## src/rtl/ula_seq_controle.sv

```systemverilog
// Sequencer in front of the 4:1 result mux bank: it registers the operands, drives the mux
// select for a per-op settle time, captures the mux output and returns it by valid/ready.
module ula_seq_controle #(
  parameter int WIDTH   = 4,
  parameter int LAT_OP0 = 1,
  parameter int LAT_OP1 = 1,
  parameter int LAT_OP2 = 3,
  parameter int LAT_OP3 = 2,
  parameter int CNT_W   = 8
) (
  input  logic             clk,
  input  logic             rst_n,
  input  logic             in_valid,
  output logic             in_ready,
  input  logic [1:0]       in_op,
  input  logic [WIDTH-1:0] in_a,
  input  logic [WIDTH-1:0] in_b,
  output logic [WIDTH-1:0] opa_q,
  output logic [WIDTH-1:0] opb_q,
  output logic [1:0]       mux_sel,
  input  logic [WIDTH-1:0] mux_y,
  output logic [WIDTH-1:0] res,
  output logic             res_valid,
  input  logic             res_ready,
  output logic             busy,
  output logic [CNT_W-1:0] op_count,
  output logic [1:0]       state_dbg
);

  // Handshakes: a transfer happens on a rising edge where valid && ready are both high.
  // in_ready is high only in IDLE; res_valid is high only in DONE, and res is stable while it is.

  localparam logic [1:0] S_IDLE = 2'd0;
  localparam logic [1:0] S_EXEC = 2'd1;
  localparam logic [1:0] S_DONE = 2'd2;

  localparam int SET_W = 8;

  // A settle time of 0 is treated as 1, so the counter is always loaded with LAT-1.
  localparam int L0 = (LAT_OP0 < 1) ? 1 : LAT_OP0;
  localparam int L1 = (LAT_OP1 < 1) ? 1 : LAT_OP1;
  localparam int L2 = (LAT_OP2 < 1) ? 1 : LAT_OP2;
  localparam int L3 = (LAT_OP3 < 1) ? 1 : LAT_OP3;

  logic [1:0]       state_q, state_d;
  logic [WIDTH-1:0] opa_d, opb_d;
  logic [1:0]       sel_q, sel_d;
  logic [WIDTH-1:0] res_q, res_d;
  logic [SET_W-1:0] cnt_q, cnt_d;
  logic [CNT_W-1:0] opcnt_q, opcnt_d;
  logic [SET_W-1:0] load_val;

  always_comb begin
    load_val = SET_W'(L0 - 1);
    case (in_op)
      2'b00:   load_val = SET_W'(L0 - 1);
      2'b01:   load_val = SET_W'(L1 - 1);
      2'b10:   load_val = SET_W'(L2 - 1);
      default: load_val = SET_W'(L3 - 1);
    endcase
  end

  always_comb begin
    state_d = state_q;
    opa_d   = opa_q;
    opb_d   = opb_q;
    sel_d   = sel_q;
    res_d   = res_q;
    cnt_d   = cnt_q;
    opcnt_d = opcnt_q;
    case (state_q)
      S_IDLE: begin
        if (in_valid) begin
          opa_d   = in_a;
          opb_d   = in_b;
          sel_d   = in_op;
          cnt_d   = load_val;
          state_d = S_EXEC;
        end
      end
      S_EXEC: begin
        if (cnt_q != '0) begin
          cnt_d = cnt_q - 1'b1;
        end else begin
          res_d   = mux_y;
          state_d = S_DONE;
        end
      end
      S_DONE: begin
        if (res_ready) begin
          opcnt_d = opcnt_q + 1'b1;
          state_d = S_IDLE;
        end
      end
      default: state_d = S_IDLE;
    endcase
  end

  always_ff @(posedge clk) begin
    if (!rst_n) begin
      state_q <= S_IDLE;
      opa_q   <= '0;
      opb_q   <= '0;
      sel_q   <= '0;
      res_q   <= '0;
      cnt_q   <= '0;
      opcnt_q <= '0;
    end else begin
      state_q <= state_d;
      opa_q   <= opa_d;
      opb_q   <= opb_d;
      sel_q   <= sel_d;
      res_q   <= res_d;
      cnt_q   <= cnt_d;
      opcnt_q <= opcnt_d;
    end
  end

  assign in_ready  = (state_q == S_IDLE);
  assign busy      = (state_q != S_IDLE);
  assign res_valid = (state_q == S_DONE);
  assign mux_sel   = sel_q;
  assign res       = res_q;
  assign op_count  = opcnt_q;
  assign state_dbg = state_q;

endmodule

```

## config.mk

```make
export PLATFORM = sky130hd
export DESIGN_NAME = ula_seq_controle
export DESIGN_NICKNAME = d
export VERILOG_FILES = /design/src/rtl/ula_seq_controle.sv
export SDC_FILE = /design/constraint.sdc
export NUM_CORES = 1
export LEC_CHECK = 0
export BUFFER_PORTS_ARGS = -buffer_cell sky130_fd_sc_hd__buf_2
export CAP_MARGIN = 20
export CORE_ASPECT_RATIO = 1.75
export CORE_MARGIN = 8
export CORE_UTILIZATION = 25
export DETAILED_ROUTE_END_ITERATION = 7
export GPL_ROUTABILITY_DRIVEN = 1
export HOLD_SLACK_MARGIN = 0.1
export PLACE_DENSITY = 0.51
export RECOVER_POWER = 50
export SLEW_MARGIN = 5
export SYNTH_ARGS = -nofsm -noshare
export SYNTH_HDL_FRONTEND = slang
export SYNTH_SLANG_ARGS = --single-unit
```

## constraint.sdc

```tcl
create_clock -name clk -period 2 [get_ports clk]
set_input_delay 0.2 -clock clk [delete_from_list [all_inputs] [get_ports clk]]
set_output_delay 0.2 -clock clk [all_outputs]
set_load 0.03 [all_outputs]
```

After elaboration in Yosys (flattened, before gate mapping)
Index checks and enable logic that the tools add are counted.
Storage, ports and cells
  bits in registers: 32
  input bits: 18
  word-level logic and storage cells: 37
Cells by class
  eq/ne operators: 8
  reduce and logical (&&, ||, !) cells: 11
  mux-type cells: 8
  bitwise operators: 1
  $add $sub $neg: 2
Operator list (number)
  $mux W8: 2
  $pmux W8 S2: 1
  $add A8 B1 Y8 const B: 1
  $reduce_bool A8 Y1: 1
  $sub A8 B1 Y8 const B: 1
  $mux W2: 3
  $ne A2 B2 Y1 const B: 3
  $pmux W2 S3: 1
  $reduce_and A2 Y1: 3
  $reduce_and A3 Y1: 2
  $eq A2 B1 Y1 const B: 2
  $eq A2 B2 Y1 const B: 2
  $logic_not A2 Y1: 2
  $pmux W2 S2: 1
  $reduce_bool A2 Y1: 2
  $ne A2 B1 Y1 const B: 1
  $reduce_or A2 Y1: 1
  $not A1 Y1: 1

Depth between registers and ports, before layout
  depth after elaboration: 5
  gate-level depth with buffers: 6

Worst setup path after synthesis
Ideal clock, no wire load.
  path kind: flip-flop to flip-flop
  start point: reg state_q[0] (netlist: state_dbg[0])
  end point: reg cnt_q[7]
  data required time: 1.930 ns
  setup time: 0.070 ns
  clock period less this slack: 1.870 ns
  cell stages (with the launch flop): 5
  arrival time: 1.800 ns
  slack: 0.130 ns
  cell sequence: dfxtp_1 > o21ba_2 > o21ai_0 > or4b_2 > a21oi_1
On the way
  cells in the longest elaborated chain, start to end: 3
  elaborated cells between the ends (all ways): 7
  classes of those cells: eq/ne: 3; mux: 1; reduce/logical: 3
RTL lines
  start: declaration: RTL line 45  | logic [1:0] state_q, state_d;
  start signal: assignment: RTL line 109  | state_q <= state_d;
  $eq A2 B1 Y1 or $logic_not A2 Y1 (tied branches): RTL line 71  | case (state_q)
  $ne A2 B2 Y1 (no source line) or $reduce_bool A2 Y1 (tied branches)
  $reduce_and A3 Y1 (no source line)
  end signal: assignment: RTL line 114  | cnt_q <= cnt_d;
  end: declaration: RTL line 49  | logic [SET_W-1:0] cnt_q, cnt_d;
Parallel ways exist; a longest one is shown, timed or not.
A chain may end at the register's enable or synchronous reset.

Worst setup path in the final report
  start point: reg cnt_q[3]
  end point: reg res_q[0] (netlist: res[0])
On the way
  cells in the longest elaborated chain, start to end: 3
RTL lines
  $reduce_bool A8 Y1: RTL line 82  | if (cnt_q != '0) begin
  $not A1 Y1 (no source line)
  $reduce_and A2 Y1 (no source line)
  end signal: assignment: RTL line 113  | res_q <= res_d;
  end: declaration: RTL line 48  | logic [WIDTH-1:0] res_q, res_d;
Every way passes these cells.

==> summary.md <==
| Metric | Value |
|---|---|
| Outcome | complete, no violations |
| DRT Pass-1 Iters | 4 |
| Placed inst area | 0.00177 mm2 |
| Die height | 116 um |
| Num CTS Buffers | 5 |
| CP Launch Type | register |
| Synth Area in XOR/XNOR | between 6 and 7% |
| Post-synthesis compound-gate area fraction | 11.2% |
| WL per Instance | 13.4 um |
| HP Class | in2reg |
| Max stage delay cell, worst path | or4_1 |
| Sink Count | 32 |
| Antenna diode count | 0 |
| Clock slew at reported path FFs | 0.07 ns |
| Cell with the most instances after synthesis | dfxtp_1 |
| Share of cells above drive strength 1 | 17.5% |
| Synthesis-to-finish area growth | 28.3% |
| Post-synth ARST share | 0% |
| Min Clock Period, post-route | 1.86 ns |
| Setup skew after layout | 0.00309 ns |
| Met3 GRT Util | 2.69% |
| Vias per cell | 4.49 |
| Hold Crit Depth | 3 |
| Effective utilization at floorplan | 25.7% |
| RSZ-0062 raised after global routing | no |
| Largest family of logic cells by synthesized area | simple AND/OR/NAND/NOR gates |
| Setup TNS | 0 ns |
| Synth Cell Area | 0.00142 mm2 |
| Synth area leader | dfxtp_1 |
| Critical-path cell list | or4_1 > nor4_4 > mux2i_1 > nor2b_1 |
| Die area | 0.00846 mm2 |
| I/O Buffers | 44 |
| Gr busiest metal | met2 |
| Initial antenna violation count | 0 |
| GP Congestion | a little over 0.8 |
| Synthesized-area fraction occupied by and/or/nand/nor cells | ~28% |
| Syn Nets | around 180 |
| Worst skew pair latency | about 0.28 ns |
| First DRT Iteration DRCs | 31 |
| Synth area leaders | dfxtp_1, nand2_1, a21boi_0, xor2_1, and2_1 |
| Most common library cells after synthesis | dfxtp_1, nand2_1, nor2_1 |
| Crit path kind | reg2reg |
| Post-synth EDFFs | 0 |
| Total Routed Length | 3840 um |
| Clock Root Buffer | clkbuf_8 |
| Yosys reg bits | 32 |
| Synth warn | 0 |
| DRC viols | 0 |
| Crit path required time | approximately 2.2 ns |
| GRT overflow | 0 |
| Syn avg cell area | 9.01 um2 |
| Peak supply drop | 0.473 mV |
| Fmax | 0.538 GHz |
| PD cells | 1440 mW/mm2 |
| Register area share after synthesis | between 40% and 50% |
| Chip width | roughly 73 um |
| Design Power | 0.00263 W |
| Final HPWL DP | 3000 um |
| H-tree levels | 2 |
| Relative slew slack | 69.5% |
| Worst-path fanout max | 5 |
| GRT Util Overall | 9.61% |
| Met1 usage | about a tenth |
| CP Buf/Inv Count | 0 |
| Synth unique cells | 37 |
| Final hold vios | 0 |
| # IOs | 45 |
| Via count | 1,289 |
| Crit path depth | 4 |
| Worst-Margin Slew | around 0.45 ns |
| Max stage delay on crit path | approximately 0.62 ns |
| Worst setup EP type | register |
| Number of cells on the worst reg-to-reg path | 4 |
| Final worst-path cycle share | 92.9% |
| Post-route cell area | around 0.0018 mm2 |
| Crit path DAT | approximately 2.0 ns |
| Cell leakage power | between 0.7 and 0.8 nW |
| Critical path's top delay family | simple AND/OR/NAND/NOR gates |
| Core area | 0.00554 mm2 |
| First-pass GRT wire length | 6350 um |
| Mux share of post-synthesis cell area | 3.51% |
| Adder-cell share of the synthesized area | between 2 and 3% |
| Ys flop type | dfxtp_1 |
| Row count | 36 |
| Clock buffer depth | 2 |
| Final Max Tran Viols | 0 |
| Final nets | ~230 |
| Final ANT Viol Nets | 0 |
| CTS tree | built |
| Grt met2 use | 17.1% |
| Post-Syn Instances | approximately 160 |
| Hold_buf cts | 0 |
| Max cap viols | 0 |
| Largest net degree at the start of global routing | 22 |
| Post-synth top area share | 45.0% |
| Vias in the first global route | around 1,400 |
| Setup violators final | 0 |
[state kept, by name, indices dropped and copies added (netlist names)]
register and cells:
mux_sel 2, opb_q 4, cnt_q 8, res 4, opa_q 4, op_count 8, state_dbg 2
[power breakdown]
part	switching, W	internal [W]
clock network	0.000229	0.000274
registers	0.0000987	0.000776
logic	0.000779	0.000470
total	0.00111	0.00152
[layout make-up]
cell class                 instances  area (um2)
clock inverter                     2        10.0
inverter                           5        18.8
multi-input combinational        115         741
fill                             607        3710
tap                               76        95.1
sequential                        32         641
timing repair buffer              51         239
clock buffer                       6        82.6
[layer usage]
metal,vias to the layer above,routed length [um]
met3,5,167
li1,645,-
met1,606,1530
met2,33,2070
met5,-,0
met4,0,79
[cell usage in the layout, fill, tap and decap left out, drive strengths merged, types with 3 or more instances in the layout]
cell and count:
xor2 6, clkbuf 31, dfxtp 32, a21oi 4, nand4 6, xnor2 5
inv 5, nor2b 6, mux2i 5, nor2 13, a21boi 8, nand2 24
ha 3, and2 8, buf 26
[worst register-to-register path: stages (launching register included)]
cell     delay (ns)
dfxtp_1        0.34
or4_1          0.62
nor4_4         0.49
mux2i_1        0.24
nor2b_1        0.06
[final timing paths]
| check | slack [ns] | from | end |
|---|---|---|---|
| setup reg to reg | 0.14 | cnt_q[3] | res[0] |
| setup / recovery | 0.14 | cnt_q[3] | res[0] |
| hold reg to reg | 0.46 | opb_q[3] | opb_q[3] |
| hold / removal | 0.17 | in_b[0] | opb_q[0] |
[cells by family after synthesis]
group | after synthesis
and+or+nand+nor | 73
DFF | 32
AOI/OAI and AO/OA | 23
xor gates and xnor gates | 11
buffers and inverters | 11
muxes | 5
adders and majority gates | 3
[per-stage QoR]
stage | utilization [%] | worst slack [ns] | cells | hold slack [ns]
after global routing | 33.0 | 0.0397 | 287 | 0.167
after CTS | 33.6 | 0.0975 | 287 | 0.157
after floorplan | - | 0.130 | 158 | 0.336
after global placement | 31.9 | 0.163 | 279 | 0.446
after detailed placement | 31.9 | 0.126 | 279 | 0.449
final | 33.0 | 0.142 | 287 | 0.165
[what timing repair did]
item,in CTS,in global routing
endpoints found under the setup margin,0,1
resized for setup,0,1
buffers inserted,0,0
hold endpoints to repair,0,0
Power figures use the tool's default switching activity.
